## config.mk

```make
export PLATFORM = sky130hd
export DESIGN_NAME = fwd_unit
export DESIGN_NICKNAME = d
export VERILOG_FILES = /design/src/rtl/fwd_unit_pkg.sv /design/src/rtl/fwd_select.sv /design/src/rtl/fwd_unit.sv
export SDC_FILE = /design/constraint.sdc
export NUM_CORES = 1
export LEC_CHECK = 0
export CORE_AREA = 2 2 174 176
export CTS_CLUSTER_SIZE = 12
export DETAILED_ROUTE_END_ITERATION = 7
export DIE_AREA = 0 0 176 178
export PLACE_DENSITY = 0.78
export SYNTH_ARGS = -nofsm -noshare
export SYNTH_HDL_FRONTEND = slang
export SYNTH_SLANG_ARGS = --single-unit
```

## constraint.sdc

```tcl
create_clock -name clk -period 16.6 [get_ports clk]
set_clock_uncertainty 0.2 [all_clocks]
set_input_delay 4.15 -clock clk [delete_from_list [all_inputs] [get_ports clk]]
set_output_delay 4.15 -clock clk [all_outputs]
set_load 0.05 [all_outputs]
```

## src/rtl/fwd_unit_pkg.sv

```systemverilog
// Shared types and constants for operand forwarding.
// Latency: n/a (declarations only).
// Backpressure: n/a.
package fwd_unit_pkg;

  localparam int XLEN_DEF = 64;
  localparam int REG_W    = 5;

  // One forwarding stage at the default data width.
  typedef struct packed {
    logic             rd_en;
    logic [REG_W-1:0] rd;
    logic [XLEN_DEF-1:0] data;
    logic             ok;
  } fwd_stage_t;

endpackage

```

## src/rtl/fwd_select.sv

```systemverilog
// Single-source operand resolution: youngest-hit priority search plus hold register.
// Latency: combinational operand/valid; hold register captures at rising edge.
// Backpressure: holds a ready operand while exe stalls; cleared on exe_ready or exe_flush.
module fwd_select
  import fwd_unit_pkg::*;
#(
  parameter int XLEN    = XLEN_DEF,
  parameter int NUM_FWD = 2
) (
  input  logic                            clk,
  input  logic                            rst,
  input  logic                            exe_valid,
  input  logic                            exe_ready,
  input  logic                            exe_flush,
  input  logic                            rs_en,
  input  logic [REG_W-1:0]                rs_idx,
  input  logic [XLEN-1:0]                 rs_rf,
  input  logic [NUM_FWD-1:0]              fwd_rd_en,
  input  logic [NUM_FWD-1:0][REG_W-1:0]   fwd_rd,
  input  logic [NUM_FWD-1:0][XLEN-1:0]    fwd_data,
  input  logic [NUM_FWD-1:0]              fwd_ok,
  output logic [XLEN-1:0]                 opnd,
  output logic                            opnd_valid
);

  logic [XLEN-1:0] live_dat;
  logic            live_ok;
  logic            held;
  logic [XLEN-1:0] held_dat;

  // Search oldest to youngest so the youngest hit overwrites; a pending
  // youngest hit blocks older stages and the register file.
  always_comb begin
    live_dat = rs_rf;
    live_ok  = 1'b1;
    for (int j = NUM_FWD - 1; j >= 0; j--) begin
      if (rs_en && fwd_rd_en[j] && (fwd_rd[j] == rs_idx) && (rs_idx != '0)) begin
        live_dat = fwd_data[j];
        live_ok  = fwd_ok[j];
      end
    end
  end

  // Capture a ready operand once while exe stalls; release wins over capture.
  always_ff @(posedge clk or posedge rst) begin
    if (rst) begin
      held     <= 1'b0;
      held_dat <= '0;
    end else if (exe_ready || exe_flush) begin
      held     <= 1'b0;
      held_dat <= '0;
    end else if (exe_valid && !held && rs_en && live_ok) begin
      held     <= 1'b1;
      held_dat <= live_dat;
    end
  end

  assign opnd       = held ? held_dat : live_dat;
  assign opnd_valid = held | live_ok | ~rs_en;

endmodule

```

## src/rtl/fwd_unit.sv

```systemverilog
// Operand forwarding unit: per-source resolution plus operand-stall cycle counter.
// Latency: zero-cycle combinational resolution; stall counter updates at rising edge.
// Backpressure: operands held across exe stalls; stall_cnt saturates at all-ones.
module fwd_unit
  import fwd_unit_pkg::*;
#(
  parameter int XLEN    = XLEN_DEF,
  parameter int NUM_SRC = 2,
  parameter int NUM_FWD = 2,
  parameter int CNT_W   = 32
) (
  input  logic                            clk,
  input  logic                            rst,
  input  logic                            exe_valid,
  input  logic                            exe_ready,
  input  logic                            exe_flush,
  input  logic [NUM_SRC-1:0]              rs_en,
  input  logic [NUM_SRC-1:0][REG_W-1:0]   rs_idx,
  input  logic [NUM_SRC-1:0][XLEN-1:0]    rs_rf,
  input  logic [NUM_FWD-1:0]              fwd_rd_en,
  input  logic [NUM_FWD-1:0][REG_W-1:0]   fwd_rd,
  input  logic [NUM_FWD-1:0][XLEN-1:0]    fwd_data,
  input  logic [NUM_FWD-1:0]              fwd_ok,
  output logic [NUM_SRC-1:0][XLEN-1:0]    opnd,
  output logic [NUM_SRC-1:0]              opnd_valid,
  output logic                            all_valid,
  output logic [CNT_W-1:0]                stall_cnt
);

  for (genvar i = 0; i < NUM_SRC; i++) begin : g_src
    fwd_select #(
      .XLEN    (XLEN),
      .NUM_FWD (NUM_FWD)
    ) u_sel (
      .clk        (clk),
      .rst        (rst),
      .exe_valid  (exe_valid),
      .exe_ready  (exe_ready),
      .exe_flush  (exe_flush),
      .rs_en      (rs_en[i]),
      .rs_idx     (rs_idx[i]),
      .rs_rf      (rs_rf[i]),
      .fwd_rd_en  (fwd_rd_en),
      .fwd_rd     (fwd_rd),
      .fwd_data   (fwd_data),
      .fwd_ok     (fwd_ok),
      .opnd       (opnd[i]),
      .opnd_valid (opnd_valid[i])
    );
  end

  assign all_valid = &opnd_valid;

  // Count cycles a live, unflushed instruction waits on operands; stick at max.
  always_ff @(posedge clk or posedge rst) begin
    if (rst) begin
      stall_cnt <= '0;
    end else if (exe_valid && !exe_flush && !all_valid && (stall_cnt != {CNT_W{1'b1}})) begin
      stall_cnt <= stall_cnt + 1'b1;
    end
  end

endmodule

```

==> results of run 1 <==
state kept, by name, indices dropped and copies added, names as in the netlist:
register,cells
stall_cnt,32
g_src.u_sel.held_dat,128
g_src.u_sel.held,2
area by class of cell:
type,count,area [sq um],area share
tap,390,488,0.0300
clock buffer,20,457,0.0281
clock inverter,12,115,0.00708
antenna,1,2.50,0.000154
timing repair buffer,461,4580,0.282
inverter,6,27.5,0.00169
multi-input combinational,1045,6530,0.402
sequential,162,4060,0.250
metal layers:
layer	vias to the layer above	global-route usage
met2	456	0.449
met3	56	0.0616
li1	5273	-
met5	-	0
met4	2	0.0792
met1	5398	0.307
worst reg2reg max path, delay by kind of cell (launching register included):
family,cells,cell delay [ns]
compound gates,2,1.12
buf+inv,1,0.12
flops,1,0.85
mux,1,0.42
simple gates,1,0.55
path summary, 6_finish.rpt:
path                       cells after the start                          end                start  slack (ns)
max                                            9                    all_valid            rs_idx[0]        3.70
min                                            1                stall_cnt[26]        stall_cnt[26]        0.29
max reg2reg                                    5                 stall_cnt[1]  g_src[1].u_sel.held       13.24
min reg2reg                                    1                stall_cnt[26]        stall_cnt[26]        0.29
max in group asynchronous                      3          g_src[1].u_sel.held                  rst       10.45
min in group asynchronous                      2  g_src[0].u_sel.held_dat[11]                  rst        4.05
Yosys cell counts:
| library cell | n |
|---|---|
| or4_1 | 2 |
| ha_1 | 1 |
| buf_6 | 2 |
| nor2_1 | 136 |
| nand3_1 | 15 |
| a21oi_1 | 257 |
| inv_1 | 6 |
| nor4_1 | 8 |
| mux2i_1 | 130 |
| xnor2_1 | 39 |
| or2_2 | 1 |
| mux2_2 | 129 |
| nor2b_1 | 4 |
| o32a_4 | 1 |
| and3_1 | 16 |
| nand2b_1 | 3 |
| nand4_1 | 14 |
| nand4b_1 | 2 |
| buf_1 | 21 |
| buf_4 | 2 |
| clkbuf_1 | 79 |
| dfrtp_1 | 162 |
| and4_1 | 2 |
| nand2_1 | 268 |
| a211oi_4 | 1 |
| nor3_1 | 1 |
| and2_1 | 2 |
| xor2_1 | 11 |
| o21ai_1 | 2 |
logic make-up (layout without fill, tap and decap cells):
logic type | count (synthesis) | after routing
and+or+nand+nor | 474 | 474
AOI/OAI and AO/OA | 261 | 261
muxes | 259 | 259
DFF | 162 | 162
buffers and inverters | 110 | 499
xor gates and xnor gates | 50 | 50
adders and majority gates | 1 | 1
other | 0 | 1
power groups by stage:
stage	clock [mW]	sequential [mW]	combinational, mW
global placement	0	0.418	0.333
CTS	0.403	0.410	0.336
global route	0.421	0.412	0.353
finish	0.398	0.410	0.335
floorplan	0	0.414	0.184
detailed placement	0	0.418	0.334
metrics by stage:
step | hold slack, ns | total power, mW | setup slack [ns] | instance area [sq um]
2_1_floorplan | 0.297 | 0.598 | 6.11 | 11000
3_3_place_gp | 0.278 | 0.751 | 3.86 | 15700
3_5_place_dp | 0.282 | 0.753 | 3.81 | 15700
4_1_cts | 0.301 | 1.15 | 3.80 | 16300
5_1_grt | 0.315 | 1.19 | 3.52 | 16300
6_report | 0.295 | 1.14 | 3.70 | 16300
==> flow_summary.json, run 1 <==
{
  "ant_nets": 0,
  "netlist_area_sq_mm": 0.0110,
  "synth_area_leaders": "dfrtp_1 37%, mux2_2 13%, mux2i_1 12%, a21oi_1 12%, nand2_1 9.2%",
  "nNetsFinal": 1981,
  "synth_top_family_by_area": "multiplexers",
  "leakage_nw": 6.22,
  "area_growth_syn_to_layout_pct": 48.2,
  "synth-simple-area-share": 0.177,
  "drt_iter0_markers": 793,
  "grt_max_degree": 90,
  "m1WireLength_microns": 16300,
  "cap_violations": 0,
  "hold_path.class": "reg2reg",
  "power.density_mw_per_mm2": 70.3,
  "rsz0062_at_grt": "no",
  "worstPathArrival_ns": 8.55,
  "met2_length_microns": 20100,
  "drt-total-wl_microns": 40700,
  "tightest_slew_ns": 1.04,
  "yosysWarnings": 0,
  "crit_buf_inv": 4,
  "grt_usage": 0.255,
  "cts_sinks": 162,
  "die_y_microns": 178,
  "wl_per_cell_microns": 19.4,
  "drv_slew": 0,
  "syn_area_per_cell_sq_um": 8.34,
  "layout_common_cells": "449 x clkdlybuf4s50_1, 268 x nand2_1, 257 x a21oi_1",
  "synthMuxAreaShare": 0.251,
  "instances_no_fill": 2097,
  "final_common_cell": "clkdlybuf4s50_1",
  "synth_top_cell_area_share": 0.369,
  "initial_core_util": 0.373,
  "required_ns": 12.25,
  "yosysSeqAreaShare": 0.369,
  "dp_hpwl_microns": 28800,
  "dp.cells": 2064,
  "synth_compound_area_frac": 0.122,
  "synth_xor_area_frac": 0.0399,
  "slew_headroom": 0.307,
  "ctsLongestPathBuffers": 2,
  "setup_viol": 0,
  "worstPathCellList": "clkdlybuf4s50_1 > or4_1 > o21ai_1 > nand4b_1 > buf_4 > buf_4 > mux2i_1 > o32a_4 > clkdlybuf4s50_1",
  "critPathLaunchType": "input pin",
  "cts_buffers": 17,
  "dr_wl_met3_microns": 3160,
  "nFillCells": 2623,
  "cts.clk_slew.worst_paths_ns": 0.08,
  "portBuffers": 449,
  "status": "finished, final reports clean",
  "clock_latency_ns": 0.43,
  "cts_resized": 0,
  "ys_seq_elements": 162,
  "top_layer": "met5",
  "irDropWorstVdd_uv": 55.2,
  "antenna_found_initial": 1,
  "gp_congestion": 0.886,
  "fp.coreArea_sq_mm": 0.0294,
  "drc": 0,
  "path_max_fanout": 67,
  "pwr-share-comb": 0.293,
  "die_w_microns": 176,
  "synthDistinctLibCells": 29,
  "setup-tns-final_ns": 0,
  "root_buffer": "clkbuf_16",
  "drive_gt1_frac": 0.108,
  "ioPinCount": 450,
  "grt_pass1_vias": 11200,
  "utilization": 0.553,
  "hold_viol_final": 0,
  "min_period_over_period": 0.777,
  "vias": 11200,
  "cp-end-kind": "output port",
  "synth.largest_area_cell": "dfrtp_1",
  "cpPeakStageDelay_ns": 0.81,
  "seq_power_share": 0.359,
  "viasPerCell": 5.33,
  "cpLargestDelayFamily": "buffers and inverters",
  "crit_type": "in2out",
  "power_switching_mw": 0.389,
  "synthAdderAreaFrac": 0.00114,
  "tritoncts": "yes",
  "h-tree-depth": 4,
  "rows": 63,
  "post_cts_buffers": 0,
  "synthCells": 1317,
  "intPower_mw": 0.754,
  "crit_slowest_cell": "clkdlybuf4s50_1",
  "max_clock_freq_mhz": 77.5,
  "grt_pass1_wl_microns": 62200,
  "swShare": 0.340,
  "postCtsHoldBufs": 0,
  "final.min_clock_period_ns": 12.90,
  "overflow": 0,
  "synth_fp_nets": 1605,
  "clkPwrFrac": 0.348,
  "firstDrtPassIters": 5,
  "die-area_sq_mm": 0.0313
}
Note: power is estimated with default switching activity, not from simulation.
==> inputs of run 2 (changes only) <==
--- a/config.mk
+++ b/config.mk
@@ -9,7 +9,7 @@
 export CTS_CLUSTER_SIZE = 12
 export DETAILED_ROUTE_END_ITERATION = 7
 export DIE_AREA = 0 0 176 178
-export PLACE_DENSITY = 0.78
+export PLACE_DENSITY = 0.81
 export SYNTH_ARGS = -nofsm -noshare
 export SYNTH_HDL_FRONTEND = slang
 export SYNTH_SLANG_ARGS = --single-unit
==> constraint.sdc (replaced) <==
create_clock -name clk -period 10.4 [get_ports clk]
set_clock_uncertainty 0.2 [all_clocks]
set_input_delay 2.6 -clock clk [delete_from_list [all_inputs] [get_ports clk]]
set_output_delay 2.6 -clock clk [all_outputs]
set_load 0.05 [all_outputs]
==> flow_summary.json, run 2 (synthesized netlist as in run 1, its figures left out) <==
{
  "largest_reg_flops": 128,
  "layout.cell_area.non_filler_sq_mm": 0.0163,
  "required_ns": 7.60,
  "critPathLaunchType": "input pin",
  "grt_max_degree": 130,
  "top_regs": "g_src.u_sel.held_dat: 128 flops, stall_cnt: 32 flops, g_src.u_sel.held: 2 flops",
  "utilization": 0.553,
  "dp_hpwl_microns": 28200,
  "overflow": 0,
  "dpl_worst_slack_ns": 1.40,
  "regArea_sq_mm": 0.00406,
  "antenna_found_initial": 0,
  "min_period_over_period": 0.869,
  "cap_violations": 0,
  "cts_buffers": 17,
  "cts.clk_slew.worst_paths_ns": 0.06,
  "area_growth_syn_to_layout_pct": 48.0,
  "top_register": "g_src.u_sel.held_dat",
  "status": "finished, final reports clean",
  "post_cts_buffers": 0,
  "final_common_cell": "clkdlybuf4s50_1",
  "vias": 11100,
  "hold_path.class": "reg2reg",
  "grt_usage": 0.245,
  "initial_core_util": 0.373,
  "root_buffer": "clkbuf_16",
  "crit_type": "in2out",
  "postCtsHoldBufs": 0,
  "gp_congestion": 0.918,
  "drt_iter0_markers": 774,
  "nFillCells": 2602,
  "hold_viol_final": 0,
  "dpl_cell_area_sq_mm": 0.0157,
  "drive_gt1_frac": 0.105,
  "cts_resized": 0,
  "tritoncts": "yes",
  "portBuffers": 449,
  "die_y_microns": 178,
  "timing.final.ws_setup_ns": 1.36,
  "h-tree-depth": 4,
  "cp-end-kind": "output port",
  "layout_common_cells": "449 x clkdlybuf4s50_1, 268 x nand2_1, 257 x a21oi_1",
  "antenna_cells": 0,
  "cts_sinks": 162,
  "drt-total-wl_microns": 39600,
  "clock_latency_ns": 0.42,
  "ioPinCount": 450,
  "leakage_nw": 6.19,
  "rsz0062_at_grt": "no",
  "path_max_fanout": 63,
  "rows": 63,
  "die-area_sq_mm": 0.0313,
  "viasPerCell": 5.32,
  "setup_viol": 0,
  "holdWs_ns": 0.297,
  "grt_pass1_vias": 11000,
  "slew_headroom": 0.277,
  "grt_pass1_wl_microns": 60200,
  "ctsLongestPathBuffers": 2,
  "power.density_mw_per_mm2": 111,
  "tightest_slew_ns": 1.09,
  "wl_per_cell_microns": 18.9,
  "ant_nets": 0,
  "final.min_clock_period_ns": 9.04,
  "irDropWorstVdd_uv": 91.4,
  "firstDrtPassIters": 4,
  "setup-tns-final_ns": 0,
  "drv_slew": 0,
  "max_clock_freq_mhz": 111,
  "drc": 0,
  "multi_input_area_sq_mm": 0.00653,
  "worstPathArrival_ns": 6.24,
  "nNetsFinal": 1980,
  "fp.coreArea_sq_mm": 0.0294,
  "die_w_microns": 176
}
[run 2: changes by cell type in the layout (fill, tap and decap cells not counted), sizes merged]
cell / previous run / this run
diode: 1 / 0
clkinvlp: 0 / 5
buf: 12 / 11
clkinv: 3 / 2
inv: 15 / 6
clkbuf: 20 / 21
bufinv: 0 / 2
[run 2: power breakdown]
part | switching, mW | internal (mW)
clock | 0.263 | 0.351
sequential | 0.0143 | 0.642
combinational | 0.302 | 0.231
[run 2: worst max-delay path, cell delays in order]
cell,delay (ns)
clkdlybuf4s50_1,0.47
or4_1,0.54
o21ai_1,0.24
nand4b_1,0.18
buf_4,0.51
mux2i_1,0.54
o32a_4,0.31
clkdlybuf4s50_1,0.83
[run 2: layout make-up]
class | instances | share of cell area
Multi-Input combinational cell | 1045 | 0.402
Clock buffer | 21 | 0.0271
Inverter | 6 | 0.00169
Clock inverter | 9 | 0.00685
Tap cell | 390 | 0.0300
Sequential cell | 162 | 0.250
Timing Repair Buffer | 460 | 0.282
[run 2: path summary, 6_finish.rpt]
check	startpoint	end	slack, ns	cells past startpoint
max reg2reg	g_src[1].u_sel.held	stall_cnt[17]	7.05	6
min in group asynchronous	rst	g_src[0].u_sel.held_dat[15]	2.51	2
min reg2reg	stall_cnt[26]	stall_cnt[26]	0.30	1
max	rs_idx[5]	all_valid	1.36	8
min	stall_cnt[26]	stall_cnt[26]	0.30	1
max in group asynchronous	rst	stall_cnt[6]	5.91	3
[run 2: per-stage QoR]
stage / total power [mW] / cells
finish: 1.80 / 2093
floorplan: 0.955 / 1317
global placement: 1.20 / 2063
CTS: 1.82 / 2093
global route: 1.88 / 2093
detailed placement: 1.20 / 2063
[run 2: routing by layer]
metal	GRT usage	up-vias	share of wire
li1	-	5261	-
met1	0.294	5329	0.40
met2	0.424	480	0.49
met3	0.0654	73	0.083
met4	0.0864	0	0.030
met5	0	-	0
==> inputs of run 3 (changes only) <==
--- a/config.mk
+++ b/config.mk
@@ -5,11 +5,11 @@
 export SDC_FILE = /design/constraint.sdc
 export NUM_CORES = 1
 export LEC_CHECK = 0
-export CORE_AREA = 2 2 174 176
+export CORE_AREA = 2 2 176 178
 export CTS_CLUSTER_SIZE = 12
 export DETAILED_ROUTE_END_ITERATION = 7
-export DIE_AREA = 0 0 176 178
-export PLACE_DENSITY = 0.81
+export DIE_AREA = 0 0 178 180
+export PLACE_DENSITY = 0.77
 export SYNTH_ARGS = -nofsm -noshare
 export SYNTH_HDL_FRONTEND = slang
 export SYNTH_SLANG_ARGS = --single-unit
==> constraint.sdc (replaced) <==
create_clock -name clk -period 8.63 [get_ports clk]
set_clock_uncertainty 0.2 [all_clocks]
set_input_delay 2.1575 -clock clk [delete_from_list [all_inputs] [get_ports clk]]
set_output_delay 2.1575 -clock clk [all_outputs]
set_load 0.05 [all_outputs]
==> flow_summary.json, run 3 (synthesized netlist as in run 1, its figures left out) <==
{
  "portBuffers": 449,
  "hold_viol_final": 0,
  "drt-total-wl_microns": 42600,
  "dpl_cell_area_sq_mm": 0.0158,
  "ant_nets": 0,
  "final_common_cell": "clkdlybuf4s50_1",
  "tritoncts": "yes",
  "drt_iter0_markers": 761,
  "h-tree-depth": 4,
  "timing.final.ws_setup_ns": 0.686,
  "cts_buffers": 17,
  "cts_sinks": 162,
  "dp_hpwl_microns": 30800,
  "grt_pass1_wl_microns": 63900,
  "slew_headroom": 0.284,
  "grt_max_degree": 74,
  "layout.cell_area.non_filler_sq_mm": 0.0164,
  "overflow": 0,
  "gp_congestion": 0.931,
  "post_cts_buffers": 0,
  "die-area_sq_mm": 0.0320,
  "clock_latency_ns": 0.42,
  "rows": 64,
  "firstDrtPassIters": 6,
  "leakage_nw": 6.28,
  "path_max_fanout": 32,
  "holdWs_ns": 0.297,
  "cts.clk_slew.worst_paths_ns": 0.06,
  "rsz0062_at_grt": "no",
  "area_growth_syn_to_layout_pct": 49.1,
  "grt_usage": 0.258,
  "drc": 0,
  "drive_gt1_frac": 0.118,
  "nNetsFinal": 1984,
  "worstPathArrival_ns": 5.59,
  "antenna_found_initial": 2,
  "setup-tns-final_ns": 0,
  "ctsLongestPathBuffers": 2,
  "max_clock_freq_mhz": 126,
  "wl_per_cell_microns": 20.3,
  "status": "finished, final reports clean",
  "power.density_mw_per_mm2": 136,
  "layout_common_cells": "431 x clkdlybuf4s50_1, 268 x nand2_1, 257 x a21oi_1",
  "crit_type": "in2out",
  "ioPinCount": 450,
  "viasPerCell": 5.39,
  "critPathLaunchType": "input pin",
  "drv_slew": 0,
  "final.min_clock_period_ns": 7.94,
  "required_ns": 6.27,
  "cts_resized": 0,
  "die_w_microns": 178,
  "top_regs": "g_src.u_sel.held_dat: 128 flops, stall_cnt: 32 flops, g_src.u_sel.held: 2 flops",
  "nFillCells": 2697,
  "whs_path_depth": 1,
  "tightest_slew_ns": 1.07,
  "dpl_worst_slack_ns": 0.626,
  "setup_viol": 0,
  "ff2ff_path_depth": 6,
  "grt_pass1_vias": 11300,
  "cp-end-kind": "output port",
  "min_period_over_period": 0.920,
  "initial_core_util": 0.364,
  "die_y_microns": 180,
  "cap_violations": 0,
  "hold_path.class": "reg2reg",
  "top_register": "g_src.u_sel.held_dat",
  "irDropWorstVdd_uv": 109,
  "postCtsHoldBufs": 0,
  "fp.coreArea_sq_mm": 0.0302,
  "largest_reg_flops": 128,
  "vias": 11300,
  "root_buffer": "clkbuf_16"
}
[run 3: area by class of cell]
type / instances / area, sq um / share of cell area
diodes: 2 / 5.00 / 0.000306
flip-flops and latches: 162 / 4060 / 0.248
multi-input cells: 1045 / 6530 / 0.399
clock buffers: 21 / 450 / 0.0275
inverters: 6 / 27.5 / 0.00168
clock inverters: 9 / 134 / 0.00818
repair buffers: 464 / 4660 / 0.285
well taps: 396 / 495 / 0.0303
[run 3: routing by layer]
layer / vias up / track usage / wire (microns)
li1: 5266 / - / -
met1: 5496 / 0.311 / 16900
met2: 503 / 0.444 / 20800
met3: 81 / 0.0582 / 3480
met4: 0 / 0.102 / 1460
met5: - / 0 / 0
[run 3: where the power goes]
| group | leakage, nW | switching [mW] | total [mW] | internal, mW |
|---|---|---|---|---|
| Sequential | 2.24 | 0.0175 | 0.791 | 0.773 |
| Combinational | 3.77 | 0.371 | 0.650 | 0.279 |
| Clock | 0.271 | 0.319 | 0.780 | 0.460 |
| Total | 6.28 | 0.708 | 2.22 | 1.51 |
[run 3: through the flow]
| stage | std cells | total power [mW] | utilization |
|---|---|---|---|
| 6_report | 2105 | 2.22 | 0.542 |
| 5_1_grt | 2105 | 2.30 | 0.542 |
| 3_5_place_dp | 2073 | 1.45 | 0.523 |
| 4_1_cts | 2103 | 2.24 | 0.542 |
| 3_3_place_gp | 2073 | 1.45 | 0.523 |
| 2_1_floorplan | 1317 | 1.15 | - |
[run 3: final timing paths]
kind                                          start                     endpoint  slack, ns
max in group asynchronous                       rst          g_src[0].u_sel.held       4.99
worst min register to register        stall_cnt[26]                stall_cnt[26]       0.30
worst min-delay path                  stall_cnt[26]                stall_cnt[26]       0.30
worst max-delay path                      rs_idx[8]                     opnd[64]       0.69
worst max register to register  g_src[1].u_sel.held                stall_cnt[13]       5.30
min in group asynchronous                       rst  g_src[0].u_sel.held_dat[15]       1.97
[run 3: worst max-delay path, stage by stage]
cell	delay, ns
clkdlybuf4s50_1	0.48
xnor2_1	0.22
nand3_1	0.16
nor4_2	0.50
buf_12	0.30
mux2i_1	0.55
a21oi_1	0.18
mux2_2	0.29
clkdlybuf4s50_1	0.70
